File: src/rtl/dds_pkg.sv
// Shared definitions for the multi-channel DDS lookup engine.
// Latency: n/a (types, constants and pure functions only).
// Backpressure: n/a.
//
// Contents: quadrant encoding, channel-index width helper, quarter-wave
// address folding and sign selection.
package dds_pkg;

    // Quadrant is the top two phase bits.
    typedef enum logic [1:0] {
        Q0 = 2'd0,   // 0    .. pi/2   : rising,  positive
        Q1 = 2'd1,   // pi/2 .. pi     : falling, positive
        Q2 = 2'd2,   // pi   .. 3pi/2  : falling, negative
        Q3 = 2'd3    // 3pi/2.. 2pi    : rising,  negative
    } quad_t;

    // Widest ROM address the folding helper handles.
    localparam int MAX_ADDR_W = 32;

    // Channel-index width; a single channel still gets a 1-bit index.
    function automatic int ch_w(input int n);
        return (n > 1) ? $clog2(n) : 1;
    endfunction

    // Odd quadrants walk the quarter table backwards. The table is sampled at
    // half-step offsets, so bitwise inversion is an exact mirror.
    function automatic logic [MAX_ADDR_W-1:0] fold_addr(input logic [MAX_ADDR_W-1:0] idx,
                                                        input logic [1:0]            q);
        return (q == Q1 || q == Q3) ? ~idx : idx;
    endfunction

    // Lower half of the circle carries a negative sample.
    function automatic logic is_neg(input logic [1:0] q);
        return (q == Q2 || q == Q3);
    endfunction

endpackage

File: src/rtl/dds_lut_engine_if.sv
// Control, ROM and sample bus of the DDS lookup engine.
// Latency: n/a (wiring only).
// Backpressure: none; samples are strobed by out_valid, and the engine stalls only via en.
//
// slave  : the engine side (consumes control and ROM data, drives addresses and samples)
// master : the surrounding logic (register block, ROM, mixers/DAC formatter)
interface dds_lut_engine_if #(
    parameter int NCH     = 4,
    parameter int PHASE_W = 32,
    parameter int ADDR_W  = 11,
    parameter int AMP_W   = 24,
    parameter int OUT_W   = 32
);
    localparam int CW = dds_pkg::ch_w(NCH);

    logic               en;
    logic               clr;
    logic               ftw_wr;
    logic [CW-1:0]      ftw_ch;
    logic [PHASE_W-1:0] ftw_data;
    logic [ADDR_W-1:0]  rom_addr_a;
    logic [ADDR_W-1:0]  rom_addr_b;
    logic [AMP_W-1:0]   rom_data_a;
    logic [AMP_W-1:0]   rom_data_b;
    logic               out_valid;
    logic [CW-1:0]      out_ch;
    logic [OUT_W-1:0]   sin_out;
    logic [OUT_W-1:0]   cos_out;

    modport master (
        output en, clr, ftw_wr, ftw_ch, ftw_data, rom_data_a, rom_data_b,
        input  rom_addr_a, rom_addr_b, out_valid, out_ch, sin_out, cos_out
    );

    modport slave (
        input  en, clr, ftw_wr, ftw_ch, ftw_data, rom_data_a, rom_data_b,
        output rom_addr_a, rom_addr_b, out_valid, out_ch, sin_out, cos_out
    );

endinterface

File: src/rtl/dds_delay_line.sv
// Fixed-depth shift register that carries per-sample side info next to the ROM pipeline.
// Latency: D clocks from d to q.
// Backpressure: none; it shifts every clock so in-flight samples always drain.
//
// Ports: clk, rst_n (async active-low), d [W] in, q [W] out.
module dds_delay_line #(
    parameter int W = 1,
    parameter int D = 1
) (
    input  logic         clk,
    input  logic         rst_n,
    input  logic [W-1:0] d,
    output logic [W-1:0] q
);

    logic [W-1:0] sr [D];

    always_ff @(posedge clk or negedge rst_n) begin
        if (!rst_n) begin
            for (int i = 0; i < D; i++) sr[i] <= '0;
        end else begin
            sr[0] <= d;
            for (int i = 1; i < D; i++) sr[i] <= sr[i-1];
        end
    end

    assign q = sr[D-1];

endmodule

File: src/rtl/dds_lut_engine.sv
// Time-multiplexed multi-channel DDS: phase accumulators, quarter-wave fold, sign restore.
// Latency: ROM_LAT+1 clocks from slot to sample; one sample per clock.
// Backpressure: none downstream; en=0 or clr=1 inserts bubbles while in-flight samples drain.
//
// Ports: Fg_CLK, RESETn (async active-low), bus (dds_lut_engine_if.slave):
//   en/clr/ftw_wr/ftw_ch/ftw_data in, rom_addr_a/b out, rom_data_a/b in,
//   out_valid/out_ch/sin_out/cos_out out.
module dds_lut_engine
    import dds_pkg::*;
#(
    parameter int NCH     = 4,
    parameter int PHASE_W = 32,
    parameter int ADDR_W  = 11,
    parameter int AMP_W   = 24,
    parameter int OUT_W   = 32,
    parameter int ROM_LAT = 2
) (
    input  logic             Fg_CLK,
    input  logic             RESETn,
    dds_lut_engine_if.slave  bus
);

    localparam int CW = ch_w(NCH);
    // valid, channel, sine sign, cosine sign
    localparam int SW = 1 + CW + 2;

    logic [PHASE_W-1:0] ftw [NCH];
    logic [PHASE_W-1:0] acc [NCH];
    logic [CW-1:0]      ch_cnt;

    logic               slot;
    logic [PHASE_W-1:0] p_sum;
    logic [1:0]         q_sin;
    logic [1:0]         q_cos;
    logic [ADDR_W-1:0]  idx;

    logic               s0_vld;
    logic [CW-1:0]      s0_ch;
    logic               s0_neg_a;
    logic               s0_neg_b;

    logic [SW-1:0]      dl_q;
    logic               d_vld;
    logic [CW-1:0]      d_ch;
    logic               d_neg_a;
    logic               d_neg_b;

    logic signed [AMP_W:0] mag_a;
    logic signed [AMP_W:0] mag_b;
    logic signed [AMP_W:0] sv_a;
    logic signed [AMP_W:0] sv_b;

    // clr wins over en and suppresses the slot.
    assign slot  = bus.en & ~bus.clr;
    // The freshly accumulated phase is what gets looked up this clock.
    assign p_sum = acc[ch_cnt] + ftw[ch_cnt];
    assign q_sin = p_sum[PHASE_W-1 -: 2];
    assign q_cos = q_sin + 2'd1;
    assign idx   = p_sum[PHASE_W-3 -: ADDR_W];

    // Tuning words and accumulators. A write landing on the channel being
    // slotted takes effect on that channel's next slot, since p_sum reads the
    // old register value.
    always_ff @(posedge Fg_CLK or negedge RESETn) begin
        if (!RESETn) begin
            for (int i = 0; i < NCH; i++) begin
                ftw[i] <= '0;
                acc[i] <= '0;
            end
        end else begin
            for (int i = 0; i < NCH; i++) begin
                // ftw_ch values >= NCH match no entry and are dropped.
                if (bus.ftw_wr && bus.ftw_ch == CW'(i))
                    ftw[i] <= bus.ftw_data;
                if (bus.clr)
                    acc[i] <= '0;
                else if (slot && ch_cnt == CW'(i))
                    acc[i] <= p_sum;
            end
        end
    end

    always_ff @(posedge Fg_CLK or negedge RESETn) begin
        if (!RESETn)
            ch_cnt <= '0;
        else if (bus.clr)
            ch_cnt <= '0;
        else if (slot)
            ch_cnt <= (ch_cnt == CW'(NCH-1)) ? '0 : ch_cnt + 1'b1;
    end

    // Stage 0: registered ROM addresses and the side info that must travel
    // alongside the ROM read.
    always_ff @(posedge Fg_CLK or negedge RESETn) begin
        if (!RESETn) begin
            bus.rom_addr_a <= '0;
            bus.rom_addr_b <= '0;
            s0_vld         <= 1'b0;
            s0_ch          <= '0;
            s0_neg_a       <= 1'b0;
            s0_neg_b       <= 1'b0;
        end else begin
            s0_vld <= slot;
            if (slot) begin
                bus.rom_addr_a <= ADDR_W'(fold_addr(MAX_ADDR_W'(idx), q_sin));
                bus.rom_addr_b <= ADDR_W'(fold_addr(MAX_ADDR_W'(idx), q_cos));
                s0_ch          <= ch_cnt;
                s0_neg_a       <= is_neg(q_sin);
                s0_neg_b       <= is_neg(q_cos);
            end
        end
    end

    dds_delay_line #(
        .W (SW),
        .D (ROM_LAT)
    ) u_align (
        .clk   (Fg_CLK),
        .rst_n (RESETn),
        .d     ({s0_vld, s0_ch, s0_neg_a, s0_neg_b}),
        .q     (dl_q)
    );

    assign {d_vld, d_ch, d_neg_a, d_neg_b} = dl_q;

    // Negate in AMP_W+1 bits so a full-scale magnitude never overflows.
    assign mag_a = {1'b0, bus.rom_data_a};
    assign mag_b = {1'b0, bus.rom_data_b};
    assign sv_a  = d_neg_a ? -mag_a : mag_a;
    assign sv_b  = d_neg_b ? -mag_b : mag_b;

    // Output stage; sample fields hold across bubbles.
    always_ff @(posedge Fg_CLK or negedge RESETn) begin
        if (!RESETn) begin
            bus.out_valid <= 1'b0;
            bus.out_ch    <= '0;
            bus.sin_out   <= '0;
            bus.cos_out   <= '0;
        end else begin
            bus.out_valid <= d_vld;
            if (d_vld) begin
                bus.out_ch  <= d_ch;
                bus.sin_out <= {{(OUT_W-AMP_W){sv_a[AMP_W]}}, sv_a[AMP_W-1:0]};
                bus.cos_out <= {{(OUT_W-AMP_W){sv_b[AMP_W]}}, sv_b[AMP_W-1:0]};
            end
        end
    end

endmodule

File: src/flat_wrapper.sv
// flat-port wrapper written by rule: the top's interface ports become plain ports
module dds_lut_engine_flat import dds_pkg::*;
#(
    parameter int NCH     = 4,
    parameter int PHASE_W = 32,
    parameter int ADDR_W  = 11,
    parameter int AMP_W   = 24,
    parameter int OUT_W   = 32,
    parameter int ROM_LAT = 2
)
  (Fg_CLK, RESETn, bus_en, bus_clr, bus_ftw_wr, bus_ftw_ch, bus_ftw_data, bus_rom_data_a, bus_rom_data_b, bus_rom_addr_a, bus_rom_addr_b, bus_out_valid, bus_out_ch, bus_sin_out, bus_cos_out);
  dds_lut_engine_if #(.NCH(NCH), .PHASE_W(PHASE_W), .ADDR_W(ADDR_W), .AMP_W(AMP_W), .OUT_W(OUT_W)) bus_i ();
  input  logic Fg_CLK;
  input  logic RESETn;
  input wire logic [$bits(bus_i.en)-1:0] bus_en;
  input wire logic [$bits(bus_i.clr)-1:0] bus_clr;
  input wire logic [$bits(bus_i.ftw_wr)-1:0] bus_ftw_wr;
  input wire logic [$bits(bus_i.ftw_ch)-1:0] bus_ftw_ch;
  input wire logic [$bits(bus_i.ftw_data)-1:0] bus_ftw_data;
  input wire logic [$bits(bus_i.rom_data_a)-1:0] bus_rom_data_a;
  input wire logic [$bits(bus_i.rom_data_b)-1:0] bus_rom_data_b;
  output wire logic [$bits(bus_i.rom_addr_a)-1:0] bus_rom_addr_a;
  output wire logic [$bits(bus_i.rom_addr_b)-1:0] bus_rom_addr_b;
  output wire logic [$bits(bus_i.out_valid)-1:0] bus_out_valid;
  output wire logic [$bits(bus_i.out_ch)-1:0] bus_out_ch;
  output wire logic [$bits(bus_i.sin_out)-1:0] bus_sin_out;
  output wire logic [$bits(bus_i.cos_out)-1:0] bus_cos_out;
  assign bus_i.en = bus_en;
  assign bus_i.clr = bus_clr;
  assign bus_i.ftw_wr = bus_ftw_wr;
  assign bus_i.ftw_ch = bus_ftw_ch;
  assign bus_i.ftw_data = bus_ftw_data;
  assign bus_i.rom_data_a = bus_rom_data_a;
  assign bus_i.rom_data_b = bus_rom_data_b;
  assign bus_rom_addr_a = bus_i.rom_addr_a;
  assign bus_rom_addr_b = bus_i.rom_addr_b;
  assign bus_out_valid = bus_i.out_valid;
  assign bus_out_ch = bus_i.out_ch;
  assign bus_sin_out = bus_i.sin_out;
  assign bus_cos_out = bus_i.cos_out;
  dds_lut_engine #(.NCH(NCH), .PHASE_W(PHASE_W), .ADDR_W(ADDR_W), .AMP_W(AMP_W), .OUT_W(OUT_W), .ROM_LAT(ROM_LAT)) u_core (.Fg_CLK(Fg_CLK), .RESETn(RESETn), .bus(bus_i));
endmodule
File: config.mk
export PLATFORM = sky130hd
export DESIGN_NAME = dds_lut_engine_flat
export DESIGN_NICKNAME = d
export VERILOG_FILES = /design/src/rtl/dds_pkg.sv /design/src/rtl/dds_lut_engine_if.sv /design/src/rtl/dds_delay_line.sv /design/src/rtl/dds_lut_engine.sv /design/src/flat_wrapper.sv
export SDC_FILE = /design/constraint.sdc
export NUM_CORES = 1
export LEC_CHECK = 0
export ABC_AREA = 1
export BUFFER_PORTS_ARGS = -buffer_cell sky130_fd_sc_hd__buf_4
export CAP_MARGIN = 20
export CORE_MARGIN = 2
export CORE_UTILIZATION = 60
export DETAILED_ROUTE_END_ITERATION = 10
export PLACE_DENSITY = 0.81
export SYNTH_ARGS = -nofsm -noshare
export SYNTH_HDL_FRONTEND = slang
export SYNTH_SLANG_ARGS = --single-unit
File: constraint.sdc
create_clock -name Fg_CLK -period 4.3 [get_ports Fg_CLK]
set_input_delay 0.43 -clock Fg_CLK [delete_from_list [all_inputs] [get_ports Fg_CLK]]
set_output_delay 0.43 -clock Fg_CLK [all_outputs]
set_load 0.005 [all_outputs]
## Word level (Yosys, flattened, before mapping)

Index checks and enable logic that the tools add are counted.

- Bits in registers: 348
- Latch bits: 0
- Bits in writable memories: 0
- Memory bits (read-only): 0
- Bits of input ports: 87
- Output and inout port bits: 89
- Word-level logic and storage cells: 83
- Memories: 0

- Add/sub/neg operators: 5
- Multipliers: 0
- Divide/modulo/power cells: 0
- $lt $le $gt $ge: 1
- Eq/ne operators: 12
- Shifts and indexed selects: 0
- Mux-type cells: 21
- Bitwise logic cells: 4
- Reduce and logical (&&, ||, !) cells: 19

Operators by type and width:

| cell | count |
|---|---|
| $mux W32 | 12 |
| $bmux W32 S2 | 2 |
| $mux W25 | 2 |
| $neg A24 Y25 | 2 |
| $add A32 B32 Y32 | 1 |
| $mux W11 | 2 |
| $eq A2 B2 Y1 const B | 8 |
| $not A11 Y11 | 1 |
| $reduce_bool A2 Y1 | 5 |
| $eq A2 B1 Y1 const B | 4 |
| $logic_and A1 B1 Y1 | 8 |
| $mux W2 | 3 |
| $add A2 B1 Y2 const B | 2 |
| $logic_not A2 Y1 | 2 |
| $logic_or A1 B1 Y1 | 4 |
| $ge A3 B3 Y1 const B | 1 |
| $not A2 Y3 | 1 |
| $and A1 B1 Y1 | 1 |
| $not A1 Y1 | 1 |

## Longest topological paths before layout

- Word-level depth: 9
- Gate-level depth with buffers: 22
- Mapped depth without buffers: 19

## Hierarchy

Synthesis repeated with hierarchy kept, for this count alone.

- Cell total of the unflattened synthesis: 2,441
- Area total of the unflattened synthesis: 18,372.6 um^2

Modules (own cells, without submodules):

| module | times used | cells an instance | area an instance (um^2) | seq. area each (um^2) |
|---|---|---|---|---|
| dds_lut_engine | 1 | 2,426 | 18,084.8 | 8,458.1 |
| dds_delay_line | 1 | 15 | 287.8 | 250.2 |

## Worst setup path before layout

OpenSTA, ideal clock, no wires.

- Kind: register -> register
- From: register u_core.ch_cnt[0]
- To: register u_core.s0_neg_b
- Setup time: 117 ps
- Arrival time: 3,105 ps
- Required time: 4,183 ps
- Slack: 1,078 ps
- Cell stages (with the launch flop): 22
- Path buffers: 4
- Clock period less this slack: 3,222 ps
- Cells stage by stage: dfrtp_1 > buf_2 > clkinv_1 > buf_2 > buf_1 > nor2_1 > o22ai_1 > ha_1 > inv_1 > fa_1 > inv_1 > nand2_1 > nand2_2 > nand2_2 > nand2_2 > nand2_4 > nand3_1 > nand2_4 > buf_6 > ha_1 > nand2_1 > nand2_1

- Longest elaborated chain between the ends: 8
- Elaborated cells between the ends (all ways): 12
- Those cells by class: 2 x add/sub; 2 x eq/ne; 6 x mux; 1 x bitwise; 1 x reduce/logical

RTL lines:

| what | line | RTL |
|---|---|---|
| start, declared | dds_lut_engine.sv:29 | `logic [CW-1:0] ch_cnt;` |
| start signal, assigned | dds_lut_engine.sv:89 | `ch_cnt <= (ch_cnt == CW'(NCH-1)) ? '0 : ch_cnt + 1'b1;` |
| $not A2 Y3 (not written as such) * | dds_lut_engine.sv:56 | `assign p_sum = acc[ch_cnt] + ftw[ch_cnt];` |
| $bmux W32 S2 | dds_lut_engine.sv:56 |  |
| $mux W32 (not written as such) (2 in series) | dds_lut_engine.sv:56 |  |
| $add A32 B32 Y32 * | dds_lut_engine.sv:56 |  |
| $add A2 B1 Y2 * | dds_lut_engine.sv:58 | `assign q_cos = q_sin + 2'd1;` |
| $eq A2 B2 Y1 | dds_pkg.sv:34 | `return (q == Q2 \|\| q == Q3);` |
| $logic_or A1 B1 Y1 * | dds_pkg.sv:34 |  |
| end signal, assigned | dds_lut_engine.sv:109 | `s0_neg_b <= is_neg(q_cos);` |
| end, declared | dds_lut_engine.sv:40 | `logic s0_neg_b;` |

Mark *: on every way between the ends. The rest lies on a longest branch, timed or not. The select of a mux whose other input is x is not followed.
A chain may end at the register's enable or synchronous reset.

## Worst setup path in the final report

- From: register u_core.ch_cnt[1]
- To: register u_core.s0_neg_b

Same word-level chain as after synthesis.

==> run summary <==
Syn Inst Count - 2449
GPL Wtd Cong - 0.959
core region area - 30400 µm²
worst hold path type - in -> reg
H-tree levels - 2
Crit-path slowest cell - inv_2
io pins - 176
worst skew pair latency - 0.53 ns
CTS tree - done
worst clock skew - 0.0138 ns
final cell count without fillers - 2982
final hold violation count - 0
CP peak stage delay - 0.45 ns
sequential area share after synthesis - 0.472
main flop type after synthesis - dfrtp_1
sequential power share - 0.363
CP required - 4.70 ns
cell family with most CP delay - simple AND/OR/NAND/NOR gates
synth warn - 0
Avg WL per Cell - 17.2 µm
CP most frequent cell - nand2_1
Syn Nets - 2576
Power Total - 13.8 mW
final setup vio count - 0
R2R Path Start - u_core.ch_cnt[1]$_DFFE_PN0P_
Worst slew margin - 0.397
Max VDD drop - 0.000408 V
final slew viol count - 0
post-CTS setup buffer count - 0
P&R area growth vs syn - 15.0%
CTS buffer count - 38
Tcrit/Tclk final - 0.845
Die Ht - 179 µm
sw frac - 0.402
# DRC - 0
final wirelength - 51.3 mm
aggregate global-route resource usage - 0.319
FFs w/ async S/R, synth - 1.00
HPWL Detailed - 34.9 mm
synthesized area per cell - 7.53 µm²
commonest non-fill, non-tap cell in the layout - nand2_1
startpoint type of the worst setup path - flip-flop
Worst EP arrival - 4.03 ns
vias - 17.2k
synth unique cells - 45
worst-path cell chain - inv_2 -> buf_12 -> o21ai_0 -> o22ai_1 -> ha_1 -> nand3_1 -> nand3_1 -> nand2_1 -> nand2_1 -> nand2_1 -> nand2_1 -> nand2_1 -> nand2_1 -> nand2_1 -> nand2_1 -> inv_1 -> ha_1 -> nand2_1 -> nand2_1
detail-routed via count per cell - 5.77
sw power - 5.53 mW
Internal - 8.23 mW
crit-path max FO - 33
number of cell rows - 64
n_diodes - 0
LEAKAGE - 10.8 nW
fraction of layout instances using a drive strength above 1 - 0.126
most frequent cells in the layout - 771 x nand2_1, 383 x o21ai_0, 346 x dfrtp_1
initial DRC count - 1583
Setup crit end kind - flip-flop
placed instance count - 2913
Least-Margin Pin Slew - 0.895 ns
combinational share of power - 0.404
initial core utilization - 0.606
Die Width - 179 µm
Synth Cell Area - 18400 µm²
final net count - 2688
DRT Pass-1 Iters - 6
grt ovf - 0
maxcap violations - 0
TNS Setup - 0 ns
Critical path origin - u_core.ch_cnt[1]$_DFFE_PN0P_
Clk pwr share - 0.233
DIE AREA - 32200 µm²
CTS sink count - 348
crit path time final - 3.64 ns
Worst Hold Launch - bus_rom_data_a[22]
Buffers on Ports - 175
Fillers - 2503
status - completed
number of global-route vias before repair - 16.4k
crit path kind - reg -> reg
DP Worst Slack - 0.787 ns
PwrDens - 648 nW/µm²
number of nets with antenna violations after routing - 0
top achievable clock speed - 0.275 GHz
Final Worst Setup Slack - 0.665 ns
CTS Root Cell - clkbuf_16
CP Buf/Inv Count - 3
largest net degree at the start of global routing - 133
RSZ-0062 raised after global routing - false
Worst-path clk slew - 0.06 ns
initial antenna violation count - 0
first-pass GRT wire length - 82.3 mm
EDFF count, synth - 0
Seq cells post-synth - 348
WHS - 0.198 ns
clk buf depth - 3
==> cells by family (layout without fill, tap and decap cells) <==
group,after synthesis,count (layout),share of synthesized area
AND/OR/NAND/NOR,1181,1181,0.262
AO/OA/AOI/OAI,533,533,0.153
adder cells (fa/ha/maj),40,40,0.0275
XOR/XNOR,33,33,0.0157
buffers and inverters,314,451,0.0691
flip-flops,348,348,0.472
==> stage by stage <==
| stage | cell area (µm²) | util |
|---|---|---|
| finish | 21200 | 0.697 |
| global placement | 19900 | 0.655 |
| global route | 21200 | 0.697 |
| floorplan | 18400 | - |
| detailed placement | 19900 | 0.655 |
| CTS | 21200 | 0.695 |
==> layer usage <==
layer	global-route usage	part of all wire	wire length, µm	vias up
li1	-	-	-	8161
met1	0.436	0.42	21700	8183
met2	0.527	0.47	24200	745
met3	0.0445	0.073	3770	127
met4	0.113	0.031	1600	0
met5	0	0	0	-
==> sequential cells by signal, summed over array words and instances (netlist names) <==
| register | count |
|---|---|
| u_core.acc | 128 |
| u_core.bus.cos_out | 25 |
| u_core.bus.out_ch | 2 |
| u_core.bus.out_valid | 1 |
| u_core.bus.rom_addr_a | 11 |
| u_core.bus.rom_addr_b | 11 |
| u_core.bus.sin_out | 25 |
| u_core.ch_cnt | 2 |
| u_core.ftw | 128 |
| u_core.s0_ch | 2 |
| u_core.s0_neg_a | 1 |
| u_core.s0_neg_b | 1 |
| u_core.s0_vld | 1 |
| u_core.u_align.q | 5 |
| u_core.u_align.sr | 5 |
==> final timing paths <==
kind	endpoint	slack, ns	cells after the start
min reg2reg	u_core.u_align.q[4]$_DFF_PN0_	0.35	0
min	u_core.bus.sin_out[22]$_DFFE_PN0P_	0.20	4
min in group asynchronous	u_core.bus.sin_out[9]$_DFFE_PN0P_	0.56	2
max in group asynchronous	u_core.ftw[62]$_DFFE_PN0P_	2.65	3
max reg2reg	u_core.s0_neg_b$_DFFE_PN0P_	0.66	19
max	u_core.s0_neg_b$_DFFE_PN0P_	0.66	19
==> worst reg2reg max path: cells and delay by family, from the launching register on <==
family	cells	cell delay, ns
and+or+nand+nor	12	1.14
buffers and inverters	3	0.93
adders and majority gates	2	0.64
DFF	1	0.41
AOI/OAI and AO/OA	2	0.39
==> cells in the mapped netlist, drive strengths merged (17+ instances only) <==
cell type / instances / area (µm²)
a21oi: 35 / 194
buf: 35 / 225
clkbuf: 95 / 358
dfrtp: 348 / 8710
ha: 39 / 488
inv: 181 / 679
nand2: 794 / 3050
nand3: 101 / 516
nand4: 17 / 106
nor2: 228 / 878
o21ai: 412 / 2080
o22ai: 61 / 382
xor2: 21 / 184
==> power by group through the flow <==
stage                     registers (mW)  logic (mW)  clock network, mW
final                               5.00        5.56               3.20
after global routing                5.11        6.25               3.36
after CTS                           4.98        5.50               3.23
after detailed placement            5.01        5.45                  0
after global placement              4.97        5.29                  0
after floorplan                     4.84        3.77                  0
==> cell type report <==
class | instances | area (µm²) | area share
flip-flops and latches | 348 | 8710 | 0.411
multi-input cells | 1787 | 8480 | 0.400
repair buffers | 202 | 1620 | 0.0764
clock buffers | 52 | 1080 | 0.0511
inverters | 184 | 692 | 0.0326
well taps | 396 | 495 | 0.0234
clock inverters | 13 | 133 | 0.00625
==> what timing repair did <==
item                      CTS  global route
resized for setup           0             0
hold buffers                1             0
hold endpoints to repair    1             0
Note: power is estimated with default switching activity, not from simulation.
